--- src/rtl/ahb_pixel_fifo_slave_if.sv ---
`default_nettype none
// ============================================================================
// Module   : ahb_pixel_fifo_slave_if
// Brief    : AHB-Lite slave bus plus per-channel pixel stream and IRQ bundle
// Revision : 1.0
// ============================================================================
interface ahb_pixel_fifo_slave_if #(
    parameter int NCH    = 2,
    parameter int DATA_W = 8
);
    logic                    HSEL;
    logic [7:0]              HADDR;
    logic [1:0]              HTRANS;
    logic                    HWRITE;
    logic [2:0]              HSIZE;
    logic [31:0]             HWDATA;
    logic                    HREADY;
    logic [31:0]             HRDATA;
    logic                    HREADYOUT;
    logic                    HRESP;
    logic [NCH-1:0]          PIX_VALID;
    logic [NCH*DATA_W-1:0]   PIX_DATA;
    logic                    IRQ;

    modport slave (
        input  HSEL, HADDR, HTRANS, HWRITE, HSIZE, HWDATA, HREADY,
        input  PIX_VALID, PIX_DATA,
        output HRDATA, HREADYOUT, HRESP, IRQ
    );

    modport master (
        output HSEL, HADDR, HTRANS, HWRITE, HSIZE, HWDATA, HREADY,
        output PIX_VALID, PIX_DATA,
        input  HRDATA, HREADYOUT, HRESP, IRQ
    );
endinterface
`default_nettype wire

--- src/rtl/ahb_pixel_fifo_slave.sv ---
`default_nettype none
// ============================================================================
// Module   : ahb_pixel_fifo_slave
// Brief    : Zero-wait AHB-Lite slave with per-channel pixel FIFOs and IRQ
// Revision : 1.0
// ============================================================================
module ahb_pixel_fifo_slave #(
    parameter int NCH    = 2,
    parameter int DATA_W = 8,
    parameter int DEPTH  = 16,
    parameter int THRESH = 8
) (
    input  wire logic               SYSCLK,
    input  wire logic               NSYSRESET,
    ahb_pixel_fifo_slave_if.slave   bus
);
    localparam int                 c_PTR_W   = (DEPTH > 1) ? $clog2(DEPTH) : 1;
    localparam int                 c_CNT_W   = c_PTR_W + 1;
    localparam logic [4:0]         c_NCH_LIM = 5'(NCH);
    localparam logic [c_CNT_W-1:0] c_DEPTH   = c_CNT_W'(DEPTH);
    localparam logic [c_CNT_W-1:0] c_THRESH  = c_CNT_W'(THRESH);

    // Address-phase decode
    logic       w_xfer;
    logic       w_rd;
    logic       w_hit;
    logic [3:0] w_ach;
    logic [1:0] w_aoff;

    assign w_xfer = bus.HSEL & bus.HTRANS[1] & bus.HREADY;
    assign w_rd   = w_xfer & ~bus.HWRITE;
    assign w_ach  = bus.HADDR[7:4];
    assign w_aoff = bus.HADDR[3:2];
    assign w_hit  = ({1'b0, w_ach} < c_NCH_LIM);

    // Write address held over into the data phase
    logic       r_wr_pend;
    logic [3:0] r_wr_ch;
    logic [1:0] r_wr_off;

    always_ff @(posedge SYSCLK) begin
        if (!NSYSRESET) begin
            r_wr_pend <= 1'b0;
            r_wr_ch   <= '0;
            r_wr_off  <= '0;
        end else begin
            r_wr_pend <= w_xfer & bus.HWRITE & w_hit;
            r_wr_ch   <= w_ach;
            r_wr_off  <= w_aoff;
        end
    end

    logic [31:0]    w_data_rd [NCH];
    logic [31:0]    w_stat_rd [NCH];
    logic [31:0]    w_ctrl_rd [NCH];
    logic [NCH-1:0] w_irq_c;

    generate
        for (genvar c = 0; c < NCH; c++) begin : g_ch
            localparam logic [3:0] c_IDX = 4'(c);

            logic [DATA_W-1:0]  r_mem [DEPTH];
            logic [c_PTR_W-1:0] r_wp;
            logic [c_PTR_W-1:0] r_rp;
            logic [c_CNT_W-1:0] r_cnt;
            logic               r_en;
            logic               r_ien;
            logic               r_ovf;
            logic               r_unf;

            logic              w_sel_stat;
            logic              w_sel_ctrl;
            logic              w_flush;
            logic              w_empty;
            logic              w_empty_eff;
            logic              w_full;
            logic              w_rd_data;
            logic              w_push;
            logic              w_pop;
            logic              w_wr_ok;
            logic              w_ovf_set;
            logic              w_ovf_clr;
            logic              w_unf_set;
            logic              w_unf_clr;
            logic [8:0]        w_cnt9;
            logic [DATA_W-1:0] w_pix;

            assign w_sel_stat  = r_wr_pend & (r_wr_ch == c_IDX) & (r_wr_off == 2'd1);
            assign w_sel_ctrl  = r_wr_pend & (r_wr_ch == c_IDX) & (r_wr_off == 2'd2);
            assign w_flush     = w_sel_ctrl & bus.HWDATA[1];
            assign w_ovf_clr   = w_sel_stat & bus.HWDATA[18];
            assign w_unf_clr   = w_sel_stat & bus.HWDATA[19];
            assign w_pix       = bus.PIX_DATA[c*DATA_W +: DATA_W];

            // A flush landing this edge makes the FIFO look empty to a same-edge read
            assign w_empty     = (r_cnt == '0);
            assign w_full      = (r_cnt == c_DEPTH);
            assign w_empty_eff = w_empty | w_flush;
            assign w_rd_data   = w_rd & (w_ach == c_IDX) & (w_aoff == 2'd0);
            assign w_pop       = w_rd_data & ~w_empty_eff;
            assign w_push      = bus.PIX_VALID[c] & r_en;
            assign w_wr_ok     = w_push & (~w_full | w_pop) & ~w_flush;
            assign w_ovf_set   = w_push & w_full & ~w_pop & ~w_flush;
            assign w_unf_set   = w_rd_data & w_empty_eff;
            assign w_cnt9      = w_flush ? 9'd0 : 9'(r_cnt);

            assign w_data_rd[c] = w_empty_eff ? 32'd0 : 32'(r_mem[r_rp]);
            assign w_stat_rd[c] = {12'd0, r_unf & ~w_unf_clr, r_ovf & ~w_ovf_clr,
                                   w_full & ~w_flush, w_empty_eff, 7'd0, w_cnt9};
            assign w_ctrl_rd[c] = w_sel_ctrl ? {29'd0, bus.HWDATA[2], 1'b0, bus.HWDATA[0]}
                                             : {29'd0, r_ien, 1'b0, r_en};
            assign w_irq_c[c]   = r_ien & ((r_cnt >= c_THRESH) | r_ovf);

            always_ff @(posedge SYSCLK) begin
                if (!NSYSRESET) begin
                    r_wp  <= '0;
                    r_rp  <= '0;
                    r_cnt <= '0;
                    r_en  <= 1'b0;
                    r_ien <= 1'b0;
                    r_ovf <= 1'b0;
                    r_unf <= 1'b0;
                end else begin
                    if (w_sel_ctrl) begin
                        r_en  <= bus.HWDATA[0];
                        r_ien <= bus.HWDATA[2];
                    end
                    // A new event on the same edge outranks a software clear
                    if (w_ovf_set)      r_ovf <= 1'b1;
                    else if (w_ovf_clr) r_ovf <= 1'b0;
                    if (w_unf_set)      r_unf <= 1'b1;
                    else if (w_unf_clr) r_unf <= 1'b0;

                    if (w_flush) begin
                        r_wp  <= '0;
                        r_rp  <= '0;
                        r_cnt <= '0;
                    end else begin
                        if (w_wr_ok) r_wp <= r_wp + c_PTR_W'(1);
                        if (w_pop)   r_rp <= r_rp + c_PTR_W'(1);
                        case ({w_wr_ok, w_pop})
                            2'b10:   r_cnt <= r_cnt + c_CNT_W'(1);
                            2'b01:   r_cnt <= r_cnt - c_CNT_W'(1);
                            default: r_cnt <= r_cnt;
                        endcase
                    end
                end
            end

            always_ff @(posedge SYSCLK) begin
                if (NSYSRESET && w_wr_ok) begin
                    r_mem[r_wp] <= w_pix;
                end
            end
        end
    endgenerate

    // Read data is captured at the address-phase edge and held for the data phase
    logic [31:0] w_rdata_nxt;
    logic [31:0] r_hrdata;
    logic        r_irq;

    always_comb begin
        w_rdata_nxt = '0;
        for (int i = 0; i < NCH; i++) begin
            if (w_ach == 4'(i)) begin
                case (w_aoff)
                    2'd0:    w_rdata_nxt = w_data_rd[i];
                    2'd1:    w_rdata_nxt = w_stat_rd[i];
                    2'd2:    w_rdata_nxt = w_ctrl_rd[i];
                    default: w_rdata_nxt = '0;
                endcase
            end
        end
    end

    always_ff @(posedge SYSCLK) begin
        if (!NSYSRESET) begin
            r_hrdata <= '0;
            r_irq    <= 1'b0;
        end else begin
            if (w_rd) r_hrdata <= w_rdata_nxt;
            r_irq <= |w_irq_c;
        end
    end

    assign bus.HRDATA    = r_hrdata;
    assign bus.HREADYOUT = 1'b1;
    assign bus.HRESP     = 1'b0;
    assign bus.IRQ       = r_irq;

    logic w_unused;
    assign w_unused = ^{bus.HSIZE, bus.HADDR[1:0], bus.HTRANS[0], bus.HWDATA};
endmodule
`default_nettype wire

--- src/flat_wrapper.sv ---
// flat-port wrapper written by rule: the top's interface ports become plain ports
module ahb_pixel_fifo_slave_flat 
#(
    parameter int NCH    = 2,
    parameter int DATA_W = 8,
    parameter int DEPTH  = 16,
    parameter int THRESH = 8
)
  (SYSCLK, NSYSRESET, bus_HSEL, bus_HADDR, bus_HTRANS, bus_HWRITE, bus_HSIZE, bus_HWDATA, bus_HREADY, bus_PIX_VALID, bus_PIX_DATA, bus_HRDATA, bus_HREADYOUT, bus_HRESP, bus_IRQ);
  ahb_pixel_fifo_slave_if #(.NCH(NCH), .DATA_W(DATA_W)) bus_i ();
  input  wire logic SYSCLK;
  input  wire logic NSYSRESET;
  input wire logic [$bits(bus_i.HSEL)-1:0] bus_HSEL;
  input wire logic [$bits(bus_i.HADDR)-1:0] bus_HADDR;
  input wire logic [$bits(bus_i.HTRANS)-1:0] bus_HTRANS;
  input wire logic [$bits(bus_i.HWRITE)-1:0] bus_HWRITE;
  input wire logic [$bits(bus_i.HSIZE)-1:0] bus_HSIZE;
  input wire logic [$bits(bus_i.HWDATA)-1:0] bus_HWDATA;
  input wire logic [$bits(bus_i.HREADY)-1:0] bus_HREADY;
  input wire logic [$bits(bus_i.PIX_VALID)-1:0] bus_PIX_VALID;
  input wire logic [$bits(bus_i.PIX_DATA)-1:0] bus_PIX_DATA;
  output wire logic [$bits(bus_i.HRDATA)-1:0] bus_HRDATA;
  output wire logic [$bits(bus_i.HREADYOUT)-1:0] bus_HREADYOUT;
  output wire logic [$bits(bus_i.HRESP)-1:0] bus_HRESP;
  output wire logic [$bits(bus_i.IRQ)-1:0] bus_IRQ;
  assign bus_i.HSEL = bus_HSEL;
  assign bus_i.HADDR = bus_HADDR;
  assign bus_i.HTRANS = bus_HTRANS;
  assign bus_i.HWRITE = bus_HWRITE;
  assign bus_i.HSIZE = bus_HSIZE;
  assign bus_i.HWDATA = bus_HWDATA;
  assign bus_i.HREADY = bus_HREADY;
  assign bus_i.PIX_VALID = bus_PIX_VALID;
  assign bus_i.PIX_DATA = bus_PIX_DATA;
  assign bus_HRDATA = bus_i.HRDATA;
  assign bus_HREADYOUT = bus_i.HREADYOUT;
  assign bus_HRESP = bus_i.HRESP;
  assign bus_IRQ = bus_i.IRQ;
  ahb_pixel_fifo_slave #(.NCH(NCH), .DATA_W(DATA_W), .DEPTH(DEPTH), .THRESH(THRESH)) u_core (.SYSCLK(SYSCLK), .NSYSRESET(NSYSRESET), .bus(bus_i));
endmodule
--- config.mk ---
export PLATFORM = sky130hd
export DESIGN_NAME = ahb_pixel_fifo_slave_flat
export DESIGN_NICKNAME = d
export VERILOG_FILES = /design/src/rtl/ahb_pixel_fifo_slave_if.sv /design/src/rtl/ahb_pixel_fifo_slave.sv /design/src/flat_wrapper.sv
export SDC_FILE = /design/constraint.sdc
export NUM_CORES = 1
export LEC_CHECK = 0
export CAP_MARGIN = 20
export CORE_MARGIN = 2
export CORE_UTILIZATION = 49
export DETAILED_ROUTE_END_ITERATION = 7
export DONT_BUFFER_PORTS = 1
export MAX_ROUTING_LAYER = met4
export PLACE_DENSITY = 0.68
export SYNTH_ARGS = -nofsm -noshare
export SYNTH_HDL_FRONTEND = slang
export SYNTH_SLANG_ARGS = --single-unit
--- constraint.sdc ---
create_clock -name SYSCLK -period 4.5 [get_ports SYSCLK]
set_input_delay 0.9 -clock SYSCLK [delete_from_list [all_inputs] [get_ports SYSCLK]]
set_output_delay 0.9 -clock SYSCLK [all_outputs]
set_load 0.02 [all_outputs]
==> impl_metrics.py <==
metrics = {
    "routing": {
        "wl_met1_mm": 12.10,
        "dr.pass1.iters": 5,
        "post_drt_wl_per_cell_um": 22.32,
        "drcViolationCount": 0,
        "viasPerCell": 5.908,
        "met3_length_mm": 1.744,
        "drt_wl_total_mm": 27.45,
        "drt_iter0_markers": 650,
        "wl_met2_mm": 13.02,
        "vias": 7267,
        "ant_nets": 0,
        "routed.top_layer": "met4",
    },
    "die": {
        "io_pins": 103,
        "row_count": 60,
        "die_h_um": 170.1,
        "fp.dieW_um": 170.1,
        "dieArea_um2": 28940,
        "start_util": 0.5003,
        "core_um2": 27030,
    },
    "job": {
        "maxCapViolCount": 0,
    },
    "clocking": {
        "cts_resized": 0,
        "cts-root-buf": "clkbuf_16",
        "clk_pin_slew_ps": 60,
        "cts_tree": "yes",
        "insertion_delay_ps": 520,
        "hold_buffers": 0,
        "cts_sinks": 318,
        "post-cts-setup-buffers": 0,
        "clockBufferDepth": 3,
        "cts_max_level": 2,
        "cts_buffers": 35,
    },
    "hold_path": {
        "min_from": "bus_PIX_DATA[10]",
        "hp-class": "primary input to flop",
        "worstHoldEndpoint": "u_core.g_ch[1].r_mem[3][2]$_DFFE_PP_",
        "hold_path_depth": 0,
    },
    "timing": {
        "setup-violations-final": 0,
        "rsz0062_at_grt": "false",
        "fin_crit_sh": 0.7800,
        "relSlewSlack": 0.3408,
        "fmax_mhz": 284.9,
        "setup_tns_ps": 0,
        "period_minus_slack_ps": 3510,
        "tightestPinTransition_ps": 963.9,
        "final.setup_skew_ps": 14.34,
        "slew_violations": 0,
        "hold_violations": 0,
    },
    "synthesis": {
        "ys_warn_count": 0,
        "synthFlopType": "edfxtp_1",
        "yosysMostFrequentCell": "edfxtp_1",
        "synthTopCellsByCount": "256 x edfxtp_1, 65 x mux4_2, 62 x dfxtp_1",
        "synth_edf_count": 256,
        "synth_top_area_cell": "edfxtp_1",
        "ys_seq_elements": 318,
        "postSynthCellCount": 846,
        "yosysUniqueCellTypes": 67,
        "yosysTopAreaCellShare": 0.5685,
        "ys_async_sr_fraction": 0,
        "synthTopCellsByArea": "edfxtp_1 57%, mux4_2 11%, dfxtp_1 9.2%",
        "syn_area_um2": 13520,
        "syn_avg_cell_area_um2": 15.98,
        "ys_seq_area_frac": 0.6603,
    },
    "placement": {
        "dp.cells": 1167,
        "port_buffers": 0,
        "place_hpwl_mm": 18.09,
        "gp_congestion": 0.8405,
    },
    "worst_setup_path": {
        "slowest_delay_ps": 670,
        "crit_type": "flop to flop",
        "crit_path_cell_trace": "or4b_4, o32ai_4, nor3_1, ha_1, xor2_1, ha_1, a21oi_1, o22ai_1, a222oi_1, or3_1, a21oi_1",
        "cp.arrival_ps": 3890,
        "cp-end-kind": "flop",
        "startpoint_type": "flop",
        "worst-path-buf-inv": 0,
        "r2r-start": "u_core.r_wr_ch[1]$_SDFF_PN0_",
        "crit_family": "compound AO/OA/AOI/OAI gates",
        "r2r_setup_slack_ps": 990,
        "cp.required_ps": 4880,
        "crit_fanout": 9,
        "timing.rr.end": "u_core.g_ch[0].r_cnt[4]$_SDFFE_PP0P_",
        "slowest_stage": "or4b_4",
        "reg2reg_depth": 11,
    },
    "power_and_ir_drop": {
        "total_power_mw": 5.994,
        "ir_drop_v": 0.0002159,
        "leakage_nw": 4.772,
        "pwr_density_cell_nw_per_um2": 399.4,
    },
    "grt": {
        "antenna_found_initial": 0,
        "grtUsageTotal": 0.2026,
        "grt_overflow_total": 0,
        "grt_pass1_vias": 7261,
        "grt_max_degree": 40,
        "grt_pass1_wl_mm": 42.71,
    },
    "cells_and_area": {
        "post_route_cells_drive_above_1_share": 0.2126,
        "stdcell_count": 1230,
        "diodes": 0,
        "final-seq-area_um2": 8931,
        "fill_cells": 2082,
        "nets": 948,
        "multi_input_area_um2": 4269,
        "layout-area-overhead-vs-synth_pct": 10.98,
    },
    "run_status": {
        "status": "complete, no violations",
    },
}
## cells by family after synthesis
logic type | Yosys count | share of synthesized area
flip-flops | 318 | 0.6603
adder cells (fa/ha/maj) | 16 | 0.01481
other | 2 | 0.0005554
AND/OR/NAND/NOR | 203 | 0.08689
AO/OA/AOI/OAI | 108 | 0.05996
XOR/XNOR | 14 | 0.009068
multiplexers | 101 | 0.1367
buffers and inverters | 84 | 0.03174
## layer usage
| metal | vias to the layer above | GRT usage |
|---|---|---|
| li1 | 3342 | - |
| met1 | 3659 | 0.2745 |
| met2 | 226 | 0.3121 |
| met3 | 40 | 0.04326 |
| met4 | 0 | 0.05946 |
| met5 | - | - |
## layout make-up
| cell class | count | share of cell area |
|---|---|---|
| Clock inverter | 19 | 0.01359 |
| Sequential cell | 318 | 0.5951 |
| Inverter | 18 | 0.004502 |
| Timing Repair Buffer | 27 | 0.01351 |
| Multi-Input combinational cell | 464 | 0.2845 |
| Tap cell | 341 | 0.02843 |
| Clock buffer | 43 | 0.06036 |
## state kept, by name, summed over array words and instances, names as in the netlist, named ones only
register	cells
u_core.bus.HRDATA	12
u_core.g_ch.r_mem	256
u_core.r_wr_pend	1
u_core.g_ch.r_ovf	2
u_core.g_ch.r_ien	2
u_core.g_ch.r_en	2
u_core.g_ch.r_cnt	10
u_core.g_ch.r_unf	2
u_core.g_ch.r_wp	8
u_core.r_wr_ch	4
u_core.bus.IRQ	1
u_core.g_ch.r_rp	8
u_core.r_wr_off	2
## layout by cell type, fill, tap and decap left out, types with 7 or more instances in the layout
master     synthesis  layout
a22oi_1            7       7
mux4_2            65      65
mux2_2            19      19
buf_4             22      27
o31ai_1           11      10
nand2_1           29      29
o21ai_0           19      19
nand3_1           17      17
nor3_1             8       8
clkbuf_16          0      35
or3_1              9       9
ha_1              16      16
nor2_1            42      42
and2_1            12      12
nor4b_1            7       7
a21oi_1           26      26
xor2_1             9       9
conb_1             2      22
clkbuf_1          23       8
edfxtp_1         256     256
inv_1             18      18
and3_1            21      21
o211ai_1           7       7
mux2i_1           17      17
dfxtp_1           62      60
## where the power goes
group / switching, mW / internal [mW]
clock: 1.14 / 1.62
combinational: 0.0369 / 0.0125
sequential: 0.00831 / 3.18
total: 1.18 / 4.81
## worst max path at each step
| stage | start | slack [ps] | end | depth (start not counted) |
|---|---|---|---|---|
| after floorplan | bus_HADDR[7] | 640 | u_core.g_ch[0].r_cnt[4]$_SDFFE_PP0P_ | 15 |
| after CTS | u_core.r_wr_ch[1]$_SDFF_PN0_ | 990 | u_core.g_ch[0].r_cnt[4]$_SDFFE_PP0P_ | 11 |
| final | u_core.r_wr_ch[1]$_SDFF_PN0_ | 990 | u_core.g_ch[0].r_cnt[4]$_SDFFE_PP0P_ | 11 |
| after global placement | bus_HADDR[7] | 570 | u_core.g_ch[1].r_cnt[4]$_SDFFE_PP0P_ | 12 |
| after global routing | u_core.r_wr_ch[1]$_SDFF_PN0_ | 720 | u_core.g_ch[0].r_cnt[4]$_SDFFE_PP0P_ | 11 |
| after detailed placement | bus_HWRITE | 490 | u_core.g_ch[0].r_cnt[4]$_SDFFE_PP0P_ | 14 |
## metrics by stage
step	util	hold WS, ps	area (um^2)	setup slack (ps)
after floorplan	-	453.7	13600	637.3
after global placement	0.5139	475.5	13890	568.8
after detailed placement	0.5139	482.3	13890	490.3
after CTS	0.5550	446.5	15000	986.4
after global routing	0.5553	445.4	15010	715.5
final	0.5553	469.7	15010	989.9
Note: power is estimated with default switching activity, not from simulation.
